<file path="src/rtl/reset_sync_pkg.sv">
// Shared constants and helpers for the reset synchronizer.
// Default parameter values and the counter-width rule live here.
package reset_sync_pkg;

  localparam int MIN_SYNC_STAGES     = 2;
  localparam int DEF_SYNC_STAGES     = 2;
  localparam int DEF_STRETCH_CYCLES  = 4;
  localparam int DEF_FILTER_CYCLES   = 2;

  // Bits needed to hold 0..max_val; never narrower than one bit.
  function automatic int cnt_width(input int max_val);
    if (max_val <= 0) begin
      return 1;
    end
    return $clog2(max_val + 1);
  endfunction

endpackage

</file>
<file path="src/rtl/reset_synchronizer_chain.sv">
// Generic N-stage single-bit synchronizer with a configurable reset value.
// Module name: sync_bit_chain.
module sync_bit_chain #(
  parameter int   STAGES  = 2,
  parameter logic RST_VAL = 1'b1
) (
  input  logic clk_i,
  input  logic rst_i,
  input  logic d_i,
  output logic q_o
);

  (* ASYNC_REG = "TRUE" *) logic [STAGES-1:0] chain_q;
  logic [STAGES-1:0] chain_d;

  assign chain_d = {chain_q[STAGES-2:0], d_i};

  always_ff @(posedge clk_i) begin
    if (rst_i) begin
      chain_q <= {STAGES{RST_VAL}};
    end else begin
      chain_q <= chain_d;
    end
  end

  assign q_o = chain_q[STAGES-1];

endmodule

</file>
<file path="src/rtl/reset_synchronizer.sv">
// Clock-aligned active-high reset with a minimum-assertion stretch and a
// release pulse. Optional request glitch filter: define RESET_SYNC_FILTER_EN.
module reset_synchronizer
  import reset_sync_pkg::*;
#(
  parameter int SYNC_STAGES    = DEF_SYNC_STAGES,
  parameter int STRETCH_CYCLES = DEF_STRETCH_CYCLES,
  parameter int FILTER_CYCLES  = DEF_FILTER_CYCLES
) (
  input  logic clk,
  input  logic rst,
  input  logic async_rst,
  output logic sync_rst,
  output logic release_pulse
);

  localparam int CNT_W = cnt_width(STRETCH_CYCLES);
  localparam logic [CNT_W-1:0] STRETCH_LD = CNT_W'(STRETCH_CYCLES);

  generate
    if (SYNC_STAGES < MIN_SYNC_STAGES) begin : g_bad_sync
      $error("reset_synchronizer: SYNC_STAGES must be at least %0d", MIN_SYNC_STAGES);
    end
    if (FILTER_CYCLES < 1) begin : g_bad_filter
      $error("reset_synchronizer: FILTER_CYCLES must be at least 1");
    end
  endgenerate

  logic req_s;
  logic req_eff;

  sync_bit_chain #(
    .STAGES  (SYNC_STAGES),
    .RST_VAL (1'b1)
  ) u_req_sync (
    .clk_i (clk),
    .rst_i (rst),
    .d_i   (async_rst),
    .q_o   (req_s)
  );

`ifdef RESET_SYNC_FILTER_EN
  localparam int QUAL_W = cnt_width(FILTER_CYCLES);
  localparam logic [QUAL_W-1:0] QUAL_MAX = QUAL_W'(FILTER_CYCLES);

  logic [QUAL_W-1:0] qual_q, qual_d;

  // Saturating run-length of req_s; a request counts only once it saturates.
  always_comb begin
    qual_d = qual_q;
    if (!req_s) begin
      qual_d = '0;
    end else if (qual_q != QUAL_MAX) begin
      qual_d = qual_q + QUAL_W'(1);
    end
  end

  always_ff @(posedge clk) begin
    if (rst) begin
      qual_q <= '0;
    end else begin
      qual_q <= qual_d;
    end
  end

  assign req_eff = req_s & (qual_q == QUAL_MAX);
`else
  assign req_eff = req_s;
`endif

  logic [CNT_W-1:0] cnt_q, cnt_d;
  logic             sync_rst_q, sync_rst_d;
  logic             release_q, release_d;

  always_comb begin
    cnt_d = cnt_q;
    if (req_eff) begin
      cnt_d = STRETCH_LD;
    end else if (cnt_q != '0) begin
      cnt_d = cnt_q - CNT_W'(1);
    end
    sync_rst_d = req_eff | (cnt_q != '0);
    release_d  = sync_rst_q & ~sync_rst_d;
  end

  always_ff @(posedge clk) begin
    if (rst) begin
      cnt_q      <= STRETCH_LD;
      sync_rst_q <= 1'b1;
      release_q  <= 1'b0;
    end else begin
      cnt_q      <= cnt_d;
      sync_rst_q <= sync_rst_d;
      release_q  <= release_d;
    end
  end

  assign sync_rst      = sync_rst_q;
  assign release_pulse = release_q;

endmodule

</file>
<file path="config.mk">
export PLATFORM = sky130hd
export DESIGN_NAME = reset_synchronizer
export DESIGN_NICKNAME = d
export VERILOG_FILES = /design/src/rtl/reset_sync_pkg.sv /design/src/rtl/reset_synchronizer_chain.sv /design/src/rtl/reset_synchronizer.sv
export SDC_FILE = /design/constraint.sdc
export NUM_CORES = 1
export LEC_CHECK = 0
export ABC_AREA = 1
export CAP_MARGIN = 10
export CORE_AREA = 3 3 40 42
export CTS_CLUSTER_SIZE = 40
export DETAILED_ROUTE_END_ITERATION = 10
export DIE_AREA = 0 0 43 45
export GPL_ROUTABILITY_DRIVEN = 0
export GPL_TIMING_DRIVEN = 0
export MAX_ROUTING_LAYER = met4
export PLACE_DENSITY = 0.43
export SLEW_MARGIN = 20
export SYNTH_ARGS = -nofsm -noshare
export SYNTH_HDL_FRONTEND = slang
export SYNTH_SLANG_ARGS = --single-unit
</file>
<file path="constraint.sdc">
create_clock -name clk -period 1.1 [get_ports clk]
set_input_delay 0.11 -clock clk [delete_from_list [all_inputs] [get_ports clk]]
set_output_delay 0.11 -clock clk [all_outputs]
set_load 0.01 [all_outputs]
</file>
After elaboration in Yosys (flattened, before gate mapping). Cells that the tools add are included.

Flip-flop bits (word level): 7. Input port bits: 3. Output and inout bits: 2.

Add/subtract/negate cells: 1. Bitwise logic cells: 3. Reduce and logical (&&, ||, !) cells: 2.

Operators by type and width (count): nonzero test 3 bit (1); subtractor 3 x 1 -> 3 bit, second input constant (1); OR reduction 2 bit (1); AND 1 bit (1); NOT 1 bit (1); bitwise OR 1 bit (1).

Longest topological paths before layout.
Word-level depth: 4. Gate-level depth with buffers: 6.

Hierarchy. From an unflattened synthesis, not the netlist that was laid out.

Cell total of the unflattened synthesis: 35. Area, all modules: 277.8 um2.

Modules (own cells, without submodules): reset_synchronizer (times used 1, cells an instance 28, area an instance 219.0 um2, seq. area each 100.1 um2); sync_bit_chain (times used 1, cells an instance 7, area an instance 58.8 um2, seq. area each 40.0 um2).

Least setup slack after synthesis. No wires, ideal clock.

Path type: register -> register. From: register cnt_q[0]. To: register cnt_q[0]. Library setup time: 0.064 ns. Data arrival time: 0.853 ns. Data required time: 1.036 ns. Path slack: 0.184 ns. Stages on the path, launching flop included: 7. Cells stage by stage: dfxtp_1 > inv_1 > ha_1 > inv_2 > nor2_2 > nor2_1 > nor2_1.

Longest elaborated chain between the ends: 1.

RTL lines: start, declared (RTL line reset_synchronizer.sv:71) `logic [CNT_W-1:0] cnt_q, cnt_d;`; start signal, assigned (RTL line reset_synchronizer.sv:92) `cnt_q <= cnt_d;`; subtractor 3 x 1 -> 3 bit / nonzero test 3 bit (equally long branches) (RTL line reset_synchronizer.sv:80, reset_synchronizer.sv:79).

Parallel ways exist; a longest one is shown, timed or not. A chain may end at the register's enable or synchronous reset.

Worst setup path in the final report. Ends and elaborated chain as after synthesis.

==> out/results.tsv <==
metric	value	unit
Slew Viols, Final	0	
first-pass GRT wire length	745	um
max-capacitance violation count	0	
number of port buffers	4	
dpl cells	51	
number of nets in the layout	46	
H-tree depth	1	
most frequent cells in the layout	7 x dfxtp_1, 5 x inv_1, 4 x nor2_1, 4 x nand3_1	
Die Ht	45	um
most crowded layer after global routing	met4	
CP Class	flop to flop	
total CTS buffers	3	
Critical Path End Type	flop	
outcome	completed	
syn_nets	37	
Tmin final	1.01	ns
Root Buffer	clkbuf_4	
crit-path max FO	4	
Syn Area/Cell	8.56	um^2
initial antenna violation count	0	
number of setup violations in the final report	0	
Hold Path Origin	async_rst	
PwrDens	1440	nW/um^2
cell area after layout	359	um^2
later-pin clock latency in the skew report	0.24	ns
final setup TNS	0	ns
worst-case reg-to-reg path depth	6	
DR pass1 iterations	1	
Final period util	0.919	
utilization after layout	0.279	
pin count of the biggest net entering global routing	5	
Post-DP Area	333	um^2
Critical Path AT	1.19	ns
max_slew headroom	0.875	
VDD IR-drop max	0.476	mV
# rows	13	
share of cells above drive strength 1	0.275	
FF-to-FF End	cnt_q[0]	
hold path cells	2	
worst reg2reg startpoint	cnt_q[0]	
CTS tree	built	
Core ar.	1280	um^2
GR Layer Usage met2	0.0808	
Final Routed Wirelength	413	um
drt wl/cell	7.51	um
Hold Fails Final Rpt	0	
die extent in x	43	um
initial core utilization	0.213	
reg2reg setup slack	0.09	ns
met3 usage	0.0120	
Antenna Cells	0	
sequential area share after synthesis	0.511	
startpoint types	flop	
Yosys reg bits	7	
Routed Antenna Nets	0	
critical path required time	1.28	ns
placed wire-length estimate	331	um
DR vias	206	
Setup WS pre-CTS	0.0630	ns
Max clock buf depth	2	
worst clock skew	0.00259	ns
Worst Hold Class	input port to flop	
DR vias/cell	3.75	
GRT Util Overall	0.0591	
Power, Total	0.516	mW
# IOs	5	
fmax	990	MHz
GRT overflow	0	
P_leak	0.162	nW
synthesized cell area	274	um^2
Synth-to-Final Area Change	31.0	%
yosys warns	0	
RSZ-0062 raised after global routing	no	
fin cells	55	
hold endpoint	u_req_sync.chain_q[0]	
Tightest Pin Transition	0.187	ns
Worst-path clk slew	0.05	ns
Fillers	141	
commonest non-fill, non-tap cell in the layout	dfxtp_1	
vias in the first global route	203	
Setup WS post-layout	0.0895	ns
met1 usage	0.0577	
hold buffer count at CTS	0	
Gate Count Post-Synth	32	
CTS sink count	7	
distinct cell type count after synthesis	11	
die area	1940	um^2
DR iter-0 viols	0	
final hold slack	0.425	ns
Remaining DRCs	0	
-- per-layer routing --
layer,share of wire,routed length (um)
met4,0,0
met2,0.53,218
met5,0,0
met3,0.039,16
met1,0.43,178
-- flip-flops by register name, summed over array words and instances (netlist names) --
name,count
u_req_sync.chain_q,2
cnt_q,3
sync_rst,1
release_pulse,1
-- timing repair --
action	4_1_cts	5_1_grt
setup buffers	0	0
endpoints found under the hold margin	0	0
gates resized for setup	2	1
endpoints found under the setup margin	2	4
-- power by group --
part / leakage, nW / switching [mW] / internal, mW
registers: 0.0572 / 0.00216 / 0.261
clock network: 0.0150 / 0.0839 / 0.138
logic: 0.0897 / 0.0151 / 0.0167
total: 0.162 / 0.101 / 0.415
-- final cells by class --
class,instances,area (um^2),area share
Sequential cell,7,140,0.390
Multi-Input combinational cell,19,114,0.317
Timing Repair Buffer,4,37.5,0.105
Clock buffer,4,26.3,0.0732
Inverter,6,22.5,0.0627
Tap cell,15,18.8,0.0523
-- worst max-delay path by stage --
stage | from | to | slack [ns]
detailed placement | cnt_q[0] | cnt_q[0] | 0.06
CTS | cnt_q[0] | cnt_q[0] | 0.05
finish | cnt_q[0] | cnt_q[0] | 0.09
global placement | cnt_q[0] | cnt_q[0] | 0.09
global route | cnt_q[0] | cnt_q[0] | 0.0005
floorplan | cnt_q[0] | cnt_q[0] | 0.18
-- synth_stat cells --
master   count  area (um^2)
ha_1         2         25.0
nor2_1       4         15.0
nand2_1      2         7.51
dfxtp_1      7          140
nand2_2      1         6.26
nor2_2       3         18.8
inv_2        1         3.75
inv_1        5         18.8
or2_0        1         6.26
nand3_1      4         20.0
or2_2        2         12.5
-- worst max-delay path, cell delays in order (launching register included) --
cell and delay, ns:
dfxtp_1 0.29, inv_1 0.11, ha_2 0.22, inv_2 0.05, nor2_2 0.14, nor2_1 0.05, nor2_1 0.09
-- cells by family after synthesis --
family,after synthesis,synth area share
flops,7,0.511
simple gates,17,0.315
buf+inv,6,0.0822
fa+ha+maj,2,0.0913
(Power assumes the default switching activity.)
